File: config.mk
export PLATFORM = sky130hd
export DESIGN_NAME = multi_acc_datapath
export DESIGN_NICKNAME = d
export VERILOG_FILES = /design/src/rtl/multi_acc_datapath.sv
export SDC_FILE = /design/constraint.sdc
export NUM_CORES = 1
export LEC_CHECK = 0
export BUFFER_PORTS_ARGS = -buffer_cell sky130_fd_sc_hd__buf_2
export CAP_MARGIN = 20
export CORE_MARGIN = 4
export CORE_UTILIZATION = 44
export DETAILED_ROUTE_END_ITERATION = 12
export GPL_ROUTABILITY_DRIVEN = 0
export GPL_TIMING_DRIVEN = 0
export SLEW_MARGIN = 20
export SYNTH_ARGS = -nofsm -noshare
export SYNTH_HDL_FRONTEND = slang
export SYNTH_SLANG_ARGS = --single-unit
File: constraint.sdc
create_clock -name clock -period 4.6 [get_ports clock]
set_input_delay 0.92 -clock clock [delete_from_list [all_inputs] [get_ports clock]]
set_output_delay 0.92 -clock clock [all_outputs]
set_load 0.02 [all_outputs]
File: src/rtl/multi_acc_datapath.sv
// multi_acc_datapath
//   NUM_ACC independent (WIDTH+1)-bit accumulators behind a valid/ready
//   command port. Single-cycle LOAD/ADD/SUB/CLR/CLRALL/READ, plus a
//   WIDTH-cycle shift-add MUL. Arithmetic wraps (SAT=0) or saturates
//   unsigned (SAT=1); overflow/underflow is reported with done.
//
// Ports
//   clock        rising-edge clock
//   rst_n        synchronous active-low reset
//   i_cmd_valid  command present
//   o_cmd_ready  block can accept a command (low while a MUL runs)
//   i_cmd        opcode (000 READ, 001 LOAD, 010 ADD, 011 CLR, 100 SUB,
//                101 MUL, 110 CLRALL, 111 reserved = READ)
//   i_sel        target accumulator
//   i_d_in       unsigned operand
//   o_result     target accumulator value after the last completed command
//   o_done       one-cycle completion pulse
//   o_ovf        overflow/underflow flag, qualified by o_done
module multi_acc_datapath #(
  parameter int WIDTH   = 4,
  parameter int NUM_ACC = 4,
  parameter int SAT     = 0,
  parameter int SEL_W   = $clog2(NUM_ACC)
) (
  input  logic             clock,
  input  logic             rst_n,
  input  logic             i_cmd_valid,
  output logic             o_cmd_ready,
  input  logic [2:0]       i_cmd,
  input  logic [SEL_W-1:0] i_sel,
  input  logic [WIDTH-1:0] i_d_in,
  output logic [WIDTH:0]   o_result,
  output logic             o_done,
  output logic             o_ovf
);

  localparam int ACC_W  = WIDTH + 1;
  localparam int PROD_W = 2 * WIDTH + 1;
  localparam int CNT_W  = $clog2(WIDTH) + 1;
  localparam int SELX_W = SEL_W + 1;
  localparam logic [CNT_W-1:0]  CNT_LAST  = CNT_W'(WIDTH - 1);
  localparam logic [SELX_W-1:0] NUM_ACC_L = SELX_W'(NUM_ACC);

  localparam logic [2:0] OP_LOAD   = 3'b001;
  localparam logic [2:0] OP_ADD    = 3'b010;
  localparam logic [2:0] OP_CLR    = 3'b011;
  localparam logic [2:0] OP_SUB    = 3'b100;
  localparam logic [2:0] OP_MUL    = 3'b101;
  localparam logic [2:0] OP_CLRALL = 3'b110;

  typedef enum logic {ST_IDLE = 1'b0, ST_MUL = 1'b1} state_t;

  state_t r_state, w_state_next;

  logic [ACC_W-1:0]  r_acc [NUM_ACC];
  logic [ACC_W-1:0]  r_result;
  logic              r_done;
  logic              r_ovf;
  logic [PROD_W-1:0] r_mcand;
  logic [PROD_W-1:0] r_prod;
  logic [WIDTH-1:0]  r_mplier;
  logic [CNT_W-1:0]  r_cnt;
  logic [SEL_W-1:0]  r_sel;

  logic              w_accept;
  logic              w_sel_ok;
  logic [ACC_W-1:0]  w_sel_acc;
  logic [ACC_W:0]    w_sum;
  logic [ACC_W-1:0]  w_diff;
  logic              w_sub_uf;
  logic [PROD_W-1:0] w_prod_next;
  logic              w_prod_ovf;
  logic              w_mul_start;
  logic              w_mul_step;
  logic              w_wr_en;
  logic              w_wr_all;
  logic [SEL_W-1:0]  w_wr_sel;
  logic [ACC_W-1:0]  w_wr_val;
  logic              w_res_en;
  logic [ACC_W-1:0]  w_res_val;
  logic              w_done_next;
  logic              w_ovf_next;

  // Replace the wrapped value by the clamp limit only in saturating builds.
  function automatic logic [ACC_W-1:0] sat_val(input logic             ovf,
                                                input logic [ACC_W-1:0] wrapped,
                                                input logic [ACC_W-1:0] limit);
    if (ovf && (SAT != 0)) begin
      return limit;
    end else begin
      return wrapped;
    end
  endfunction

  assign w_accept  = i_cmd_valid && (r_state == ST_IDLE);
  assign w_sel_ok  = ({1'b0, i_sel} < NUM_ACC_L);
  assign w_sel_acc = w_sel_ok ? r_acc[i_sel] : '0;
  assign w_sum     = {1'b0, w_sel_acc} + {2'b00, i_d_in};
  assign w_diff    = w_sel_acc - {1'b0, i_d_in};
  assign w_sub_uf  = ({1'b0, i_d_in} > w_sel_acc);

  // One shift-add step: r_mcand is pre-shifted, so only bit 0 of the multiplier matters.
  assign w_prod_next = r_prod + (r_mplier[0] ? r_mcand : {PROD_W{1'b0}});
  assign w_prod_ovf  = |w_prod_next[PROD_W-1:ACC_W];

  // Next-state and command decode
  always_comb begin
    w_state_next = r_state;
    w_mul_start  = 1'b0;
    w_mul_step   = 1'b0;
    w_wr_en      = 1'b0;
    w_wr_all     = 1'b0;
    w_wr_sel     = i_sel;
    w_wr_val     = '0;
    w_res_en     = 1'b0;
    w_res_val    = r_result;
    w_done_next  = 1'b0;
    w_ovf_next   = 1'b0;
    case (r_state)
      ST_IDLE: begin
        if (w_accept) begin
          w_done_next = 1'b1;
          if (w_sel_ok) begin
            w_res_en = 1'b1;
            case (i_cmd)
              OP_LOAD: begin
                w_wr_en   = 1'b1;
                w_wr_val  = {1'b0, i_d_in};
                w_res_val = w_wr_val;
              end
              OP_ADD: begin
                w_wr_en    = 1'b1;
                w_ovf_next = w_sum[ACC_W];
                w_wr_val   = sat_val(w_sum[ACC_W], w_sum[ACC_W-1:0], {ACC_W{1'b1}});
                w_res_val  = w_wr_val;
              end
              OP_SUB: begin
                w_wr_en    = 1'b1;
                w_ovf_next = w_sub_uf;
                w_wr_val   = sat_val(w_sub_uf, w_diff, {ACC_W{1'b0}});
                w_res_val  = w_wr_val;
              end
              OP_CLR: begin
                w_wr_en   = 1'b1;
                w_wr_val  = '0;
                w_res_val = '0;
              end
              OP_CLRALL: begin
                w_wr_all  = 1'b1;
                w_res_val = '0;
              end
              OP_MUL: begin
                // Completion is reported by the MUL state instead.
                w_res_en     = 1'b0;
                w_done_next  = 1'b0;
                w_mul_start  = 1'b1;
                w_state_next = ST_MUL;
              end
              default: begin
                // READ and the reserved opcode
                w_res_val = w_sel_acc;
              end
            endcase
          end else begin
            // Out-of-range target: complete with no side effects.
            w_res_en = 1'b0;
          end
        end else begin
          w_state_next = ST_IDLE;
        end
      end
      ST_MUL: begin
        w_mul_step = 1'b1;
        w_wr_sel   = r_sel;
        if (r_cnt == CNT_LAST) begin
          w_wr_en      = 1'b1;
          w_wr_val     = sat_val(w_prod_ovf, w_prod_next[ACC_W-1:0], {ACC_W{1'b1}});
          w_res_en     = 1'b1;
          w_res_val    = w_wr_val;
          w_done_next  = 1'b1;
          w_ovf_next   = w_prod_ovf;
          w_state_next = ST_IDLE;
        end else begin
          w_state_next = ST_MUL;
        end
      end
      default: begin
        w_state_next = ST_IDLE;
      end
    endcase
  end

  // State register
  always_ff @(posedge clock) begin
    if (!rst_n) begin
      r_state <= ST_IDLE;
    end else begin
      r_state <= w_state_next;
    end
  end

  // Accumulator bank
  always_ff @(posedge clock) begin
    for (int i = 0; i < NUM_ACC; i++) begin
      if (!rst_n || w_wr_all) begin
        r_acc[i] <= '0;
      end else if (w_wr_en && (w_wr_sel == SEL_W'(i))) begin
        r_acc[i] <= w_wr_val;
      end else begin
        r_acc[i] <= r_acc[i];
      end
    end
  end

  // Result and completion flags
  always_ff @(posedge clock) begin
    if (!rst_n) begin
      r_result <= '0;
      r_done   <= 1'b0;
      r_ovf    <= 1'b0;
    end else begin
      if (w_res_en) begin
        r_result <= w_res_val;
      end else begin
        r_result <= r_result;
      end
      r_done <= w_done_next;
      r_ovf  <= w_ovf_next;
    end
  end

  // Multiplier operands, partial product and iteration counter
  always_ff @(posedge clock) begin
    if (!rst_n) begin
      r_mcand  <= '0;
      r_mplier <= '0;
      r_prod   <= '0;
      r_cnt    <= '0;
      r_sel    <= '0;
    end else if (w_mul_start) begin
      r_mcand  <= PROD_W'(w_sel_acc);
      r_mplier <= i_d_in;
      r_prod   <= '0;
      r_cnt    <= '0;
      r_sel    <= i_sel;
    end else if (w_mul_step) begin
      r_mcand  <= r_mcand << 1;
      r_mplier <= r_mplier >> 1;
      r_prod   <= w_prod_next;
      r_cnt    <= r_cnt + CNT_W'(1);
    end else begin
      r_mcand  <= r_mcand;
      r_mplier <= r_mplier;
      r_prod   <= r_prod;
      r_cnt    <= r_cnt;
      r_sel    <= r_sel;
    end
  end

  assign o_cmd_ready = (r_state == ST_IDLE);
  assign o_result    = r_result;
  assign o_done      = r_done;
  assign o_ovf       = r_ovf;

endmodule

### Word level (Yosys, flattened, before mapping)

Memories as Yosys holds them, arrays and structs flattened.
Cells that the tools add are included.

* equality and inequality tests: 17
* magnitude comparators: 1
* muxes and demuxes: 68
* reduce and logical (&&, ||, !) cells: 18
* bitwise gates (word level): 10
* add/sub/neg operators: 4

Operator list (count)
* 2-to-1 mux 5 bit: 14
* 2-to-1 mux 1 bit: 41
* one-hot mux 5 bit (5 select lines): 1
* one-hot mux 5 bit (2 select lines): 2
* one-hot mux 5 bit (3 select lines): 1
* one-hot mux 1 bit (2 select lines): 5
* adder 9 bit: 1
* equality test 3 x 2 -> 1 bit, second input constant: 3
* equality test 3 bit, second input constant: 3
* 2-to-1 mux 9 bit: 1
* 2-to-1 mux 4 bit: 2
* bitwise OR 1 bit: 8
* AND reduction 2 bit: 4
* OR reduction 4 bit: 2
* adder 5 x 4 -> 6 bit: 1
* greater-than comparator 4 x 5 -> 1 bit: 1
* logical AND 1 bit: 5
* subtractor 5 x 4 -> 5 bit: 1
* equality test 2 bit, second input constant: 2
* != test 0 bit: 4
* != test 2 x 1 -> 1 bit, second input constant: 2
* AND reduction 4 bit: 1
* OR reduction 2 bit: 2
* adder 3 x 1 -> 3 bit, second input constant: 1
* 9 further kinds: 10

* output and inout bits: 8
* RAM bits: 20
* logic and storage cells: 129
* memories kept: 1
* input port bits: 12
* register bits after elaboration: 35

Memory list
* r_acc: depth 4, bits a word 5, read ports 1, clocked after memory_dff 0, write ports 4, RTL line 55 `logic [ACC_W-1:0] r_acc [NUM_ACC];`

### Depth between registers and ports, before layout

* depth after elaboration: 11
* depth in mapped cells: 11
* gate-level depth less buffers: 10

### Worst setup path before layout

OpenSTA, ideal clock, no wires.

* path type: in2reg
* start point: in i_sel[0]
* end point: mem r_acc[0][3] (netlist bit) (data pin)
* arrival: 2.928 ns
* buffers on the path: 1
* path slack: 1.400 ns
* cell stages on the path: 9
* data required time: 4.328 ns
* library setup time: 0.272 ns
* path through: buf_6 mux4_1 ha_1 nor2b_1 o21ai_0 a211o_1 nand4_1 o21ai_0 a21oi_1

RTL lines
* start, declared: RTL line 30 `input logic [SEL_W-1:0] i_sel,`
* end, declared: RTL line 55

==> flow_summary.json <==
{
  "grt_pass1_vias": 2692,
  "core_mm2": 0.00733,
  "synth.area.top_cells": "dfxtp_1 (21%), edfxtp_1 (18%), ha_1 (6.7%), nor2_1 (5.6%), a21oi_1 (3.7%)",
  "finalInstanceArea_mm2": 0.00366,
  "io_buffers": 14,
  "avgViaCountPerCell": 5.65,
  "tightest_slew_ps": 829,
  "ys_seq_area_share_pct": 38.8,
  "rr_worst_depth": 9,
  "nets": 423,
  "netlist_area_mm2": 0.00335,
  "die_w_um": 95.3,
  "cts_setup_buffers": 0,
  "max_freq_ghz": 0.300,
  "crit_path_max_fanout": 9,
  "critPathBufInv": 1,
  "reg2reg_to": "o_ovf",
  "dr.pass1.iters": 5,
  "antenna_left": 0,
  "hold_violations": 0,
  "reg2reg_from": "r_mplier[0]",
  "syn2layout_area_growth_pct": 9.15,
  "yosysTopAreaCell": "dfxtp_1",
  "drtIter0Drc": 185,
  "final.min_clock_period_ps": 3330,
  "clock_path_buffers": 2,
  "setup_tns_ps": 0,
  "hold_path_depth": 2,
  "leakage_nw": 1.39,
  "tritoncts": "built",
  "hold_class": "flop to flop",
  "critPathArrivalTime_ps": 3380,
  "ys_types": 54,
  "worstPathCellList": "clkbuf_1 > mux4_1 > ha_1 > nor2b_1 > o21ai_0 > a211o_1 > nand4_1 > o21ai_0 > a21oi_1",
  "synth_fp_nets": 402,
  "cts_htree_levels": 2,
  "grt_antenna_before_repair": 0,
  "cts.clk_slew.worst_paths_ps": 110,
  "power_density_mw_per_mm2": 276,
  "drive_above_1_share_pct": 9.21,
  "cp_common_cell": "o21ai_0",
  "numCtsBuffers": 5,
  "finalWorstSetupSlack_ps": 1270,
  "drcViolationCount": 0,
  "hpwl_um": 6580,
  "startpoint_type": "input pin",
  "path_class": "input pin to flop",
  "drv_cap": 0,
  "cts_resized": 0,
  "outcome": "finished clean",
  "root_buffer": "clkbuf_8",
  "ir_worst_vdd_uv": 133,
  "muxShareOfSynthArea_pct": 8.40,
  "crit_required_ps": 4650,
  "fin_crit_sh_pct": 72.4,
  "die_h_um": 95.3,
  "clock-sinks": 55,
  "yosysWarnings": 0,
  "whs_endpoint": "o_result[1]",
  "rows": 31,
  "vias": 2769,
  "synth_most_common_cell": "nor2_1",
  "r2r_setup_slack_ps": 1620,
  "diodes": 0,
  "crit_slowest_cell": "mux4_1",
  "slew_headroom_pct": 44.1,
  "clk_latency_ps": 320,
  "async_reset_ff_share_pct": 0,
  "synth_xor_xnor_area_share_pct": 2.61,
  "crit_path_end_kind": "flop",
  "synth_fa_ha_area_share_pct": 8.51,
  "grtUsageTotal_pct": 19.8,
  "synthSimpleGateAreaFrac_pct": 18.4,
  "crit_path_max_incr_delay_ps": 500,
  "finalClockSkew_ps": 11.1,
  "synth_top_family_by_area": "compound AO/OA/AOI/OAI gates",
  "drv_slew": 0,
  "place_area_mm2": 0.00355,
  "setup_viol": 0,
  "hold_slack_ps": 466,
  "cpLargestDelayFamily": "compound AO/OA/AOI/OAI gates",
  "initial_core_util_pct": 45.7,
  "hold_buffers": 0,
  "cp-startpoint": "i_sel[1]",
  "rsz0062_at_grt": "false",
  "pin_count": 20,
  "grt-ovfl-total": 0,
  "synth-seq-cells": 55,
  "dieArea_mm2": 0.00908,
  "syn_avg_cell_area_um2": 9.08,
  "hold_start": "o_result[1]",
  "synth_flop_cell": "dfxtp_1",
  "grt_max_degree": 17,
  "avgRoutedWirePerCell_um": 17.1,
  "synth_compound_gate_area_share_pct": 19.0,
  "drt_wl_total_um": 8380,
  "dpl_worst_slack_ps": 983,
  "synth_cells": 369,
  "yosysTopAreaCellShare_pct": 20.9,
  "grt_pass1_wl_um": 13600,
  "synthTopCellsByCount": "nor2_1 (50), dfxtp_1 (35), nand2_1 (29), a21oi_1 (25)",
  "fill_cells": 713,
  "synth-edff-count": 20
}
sequential cells by signal, summed over array words and instances (netlist names):
register / flops
o_done: 1
r_prod: 9
r_sel: 2
r_cnt: 3
r_acc: 20
o_ovf: 1
o_result: 5
r_mplier: 4
r_state: 1
r_mcand: 9
worst max-delay path by stage:
stage / end / slack [ps] / cells after the start
after CTS: r_acc[1][3] / 1290 / 9
after global placement: r_acc[2][3] / 1020 / 9
after global routing: r_acc[1][3] / 1030 / 9
after detailed placement: r_acc[1][3] / 980 / 9
final: r_acc[1][3] / 1270 / 9
after floorplan: r_acc[0][3] / 1400 / 9
routing by layer:
| metal | part of all wire (%) | GRT usage, % |
|---|---|---|
| met4 | 1.9 | 6.13 |
| met2 | 48 | 32.7 |
| met5 | 0 | 0 |
| met1 | 45 | 26.1 |
| met3 | 5.6 | 3.71 |
final cells by class:
class,instances,area (µm²),area share [%]
Clock inverter,1,5.00,0.137
Multi-Input combinational cell,280,1910,52.2
Inverter,18,67.6,1.85
Clock buffer,7,108,2.94
Sequential cell,55,1300,35.6
Tap cell,99,124,3.39
Timing Repair Buffer,14,70.1,1.92
Buffer,16,73.8,2.02
power by group:
part / switching [W] / internal (W) / total [W]
clock network: 0.000167 / 0.000155 / 0.000322
registers: 0.00000759 / 0.000521 / 0.000529
logic: 0.000100 / 0.0000573 / 0.000158
cells in the final DEF, fill, tap and decap left out, types with 4 or more instances in the layout:
master / count
mux4_1: 4
clkbuf_8: 6
o21ai_0: 20
a21oi_1: 25
buf_2: 16
nand3_1: 10
xor2_1: 4
nand2b_1: 12
edfxtp_1: 20
xnor2_1: 6
and2_1: 11
nand2_1: 29
clkbuf_1: 9
o211ai_1: 6
a31oi_1: 5
mux2i_1: 12
a22oi_1: 6
a311oi_1: 4
ha_1: 18
dfxtp_1: 35
a211oi_1: 4
inv_1: 18
nor2b_1: 4
nor2_1: 50
kinds of logic after synthesis:
kind of cell	after synthesis
AO/OA/AOI/OAI	98
buffers and inverters	34
flip-flops	55
adder cells (fa/ha/maj)	21
AND/OR/NAND/NOR	131
multiplexers	20
XOR/XNOR	10
metrics by stage:
step           total power [W]  utilization [%]  cells
2_1_floorplan         0.000652                -    369
3_3_place_gp          0.000695             48.4    482
3_5_place_dp          0.000698             48.4    482
4_1_cts                0.00101             49.9    490
5_1_grt                0.00106             49.9    490
6_report               0.00101             49.9    490
worst register-to-register path, cell delays in order (launching register included):
cell and delay, ps:
dfxtp_1 420, and2_1 210, ha_1 230, fa_1 440
a211oi_1 480, o211a_1 240, o211ai_1 150, xor2_1 180
o311ai_0 380, nand3_1 130
No activity file was read; power rests on OpenSTA's default activity.
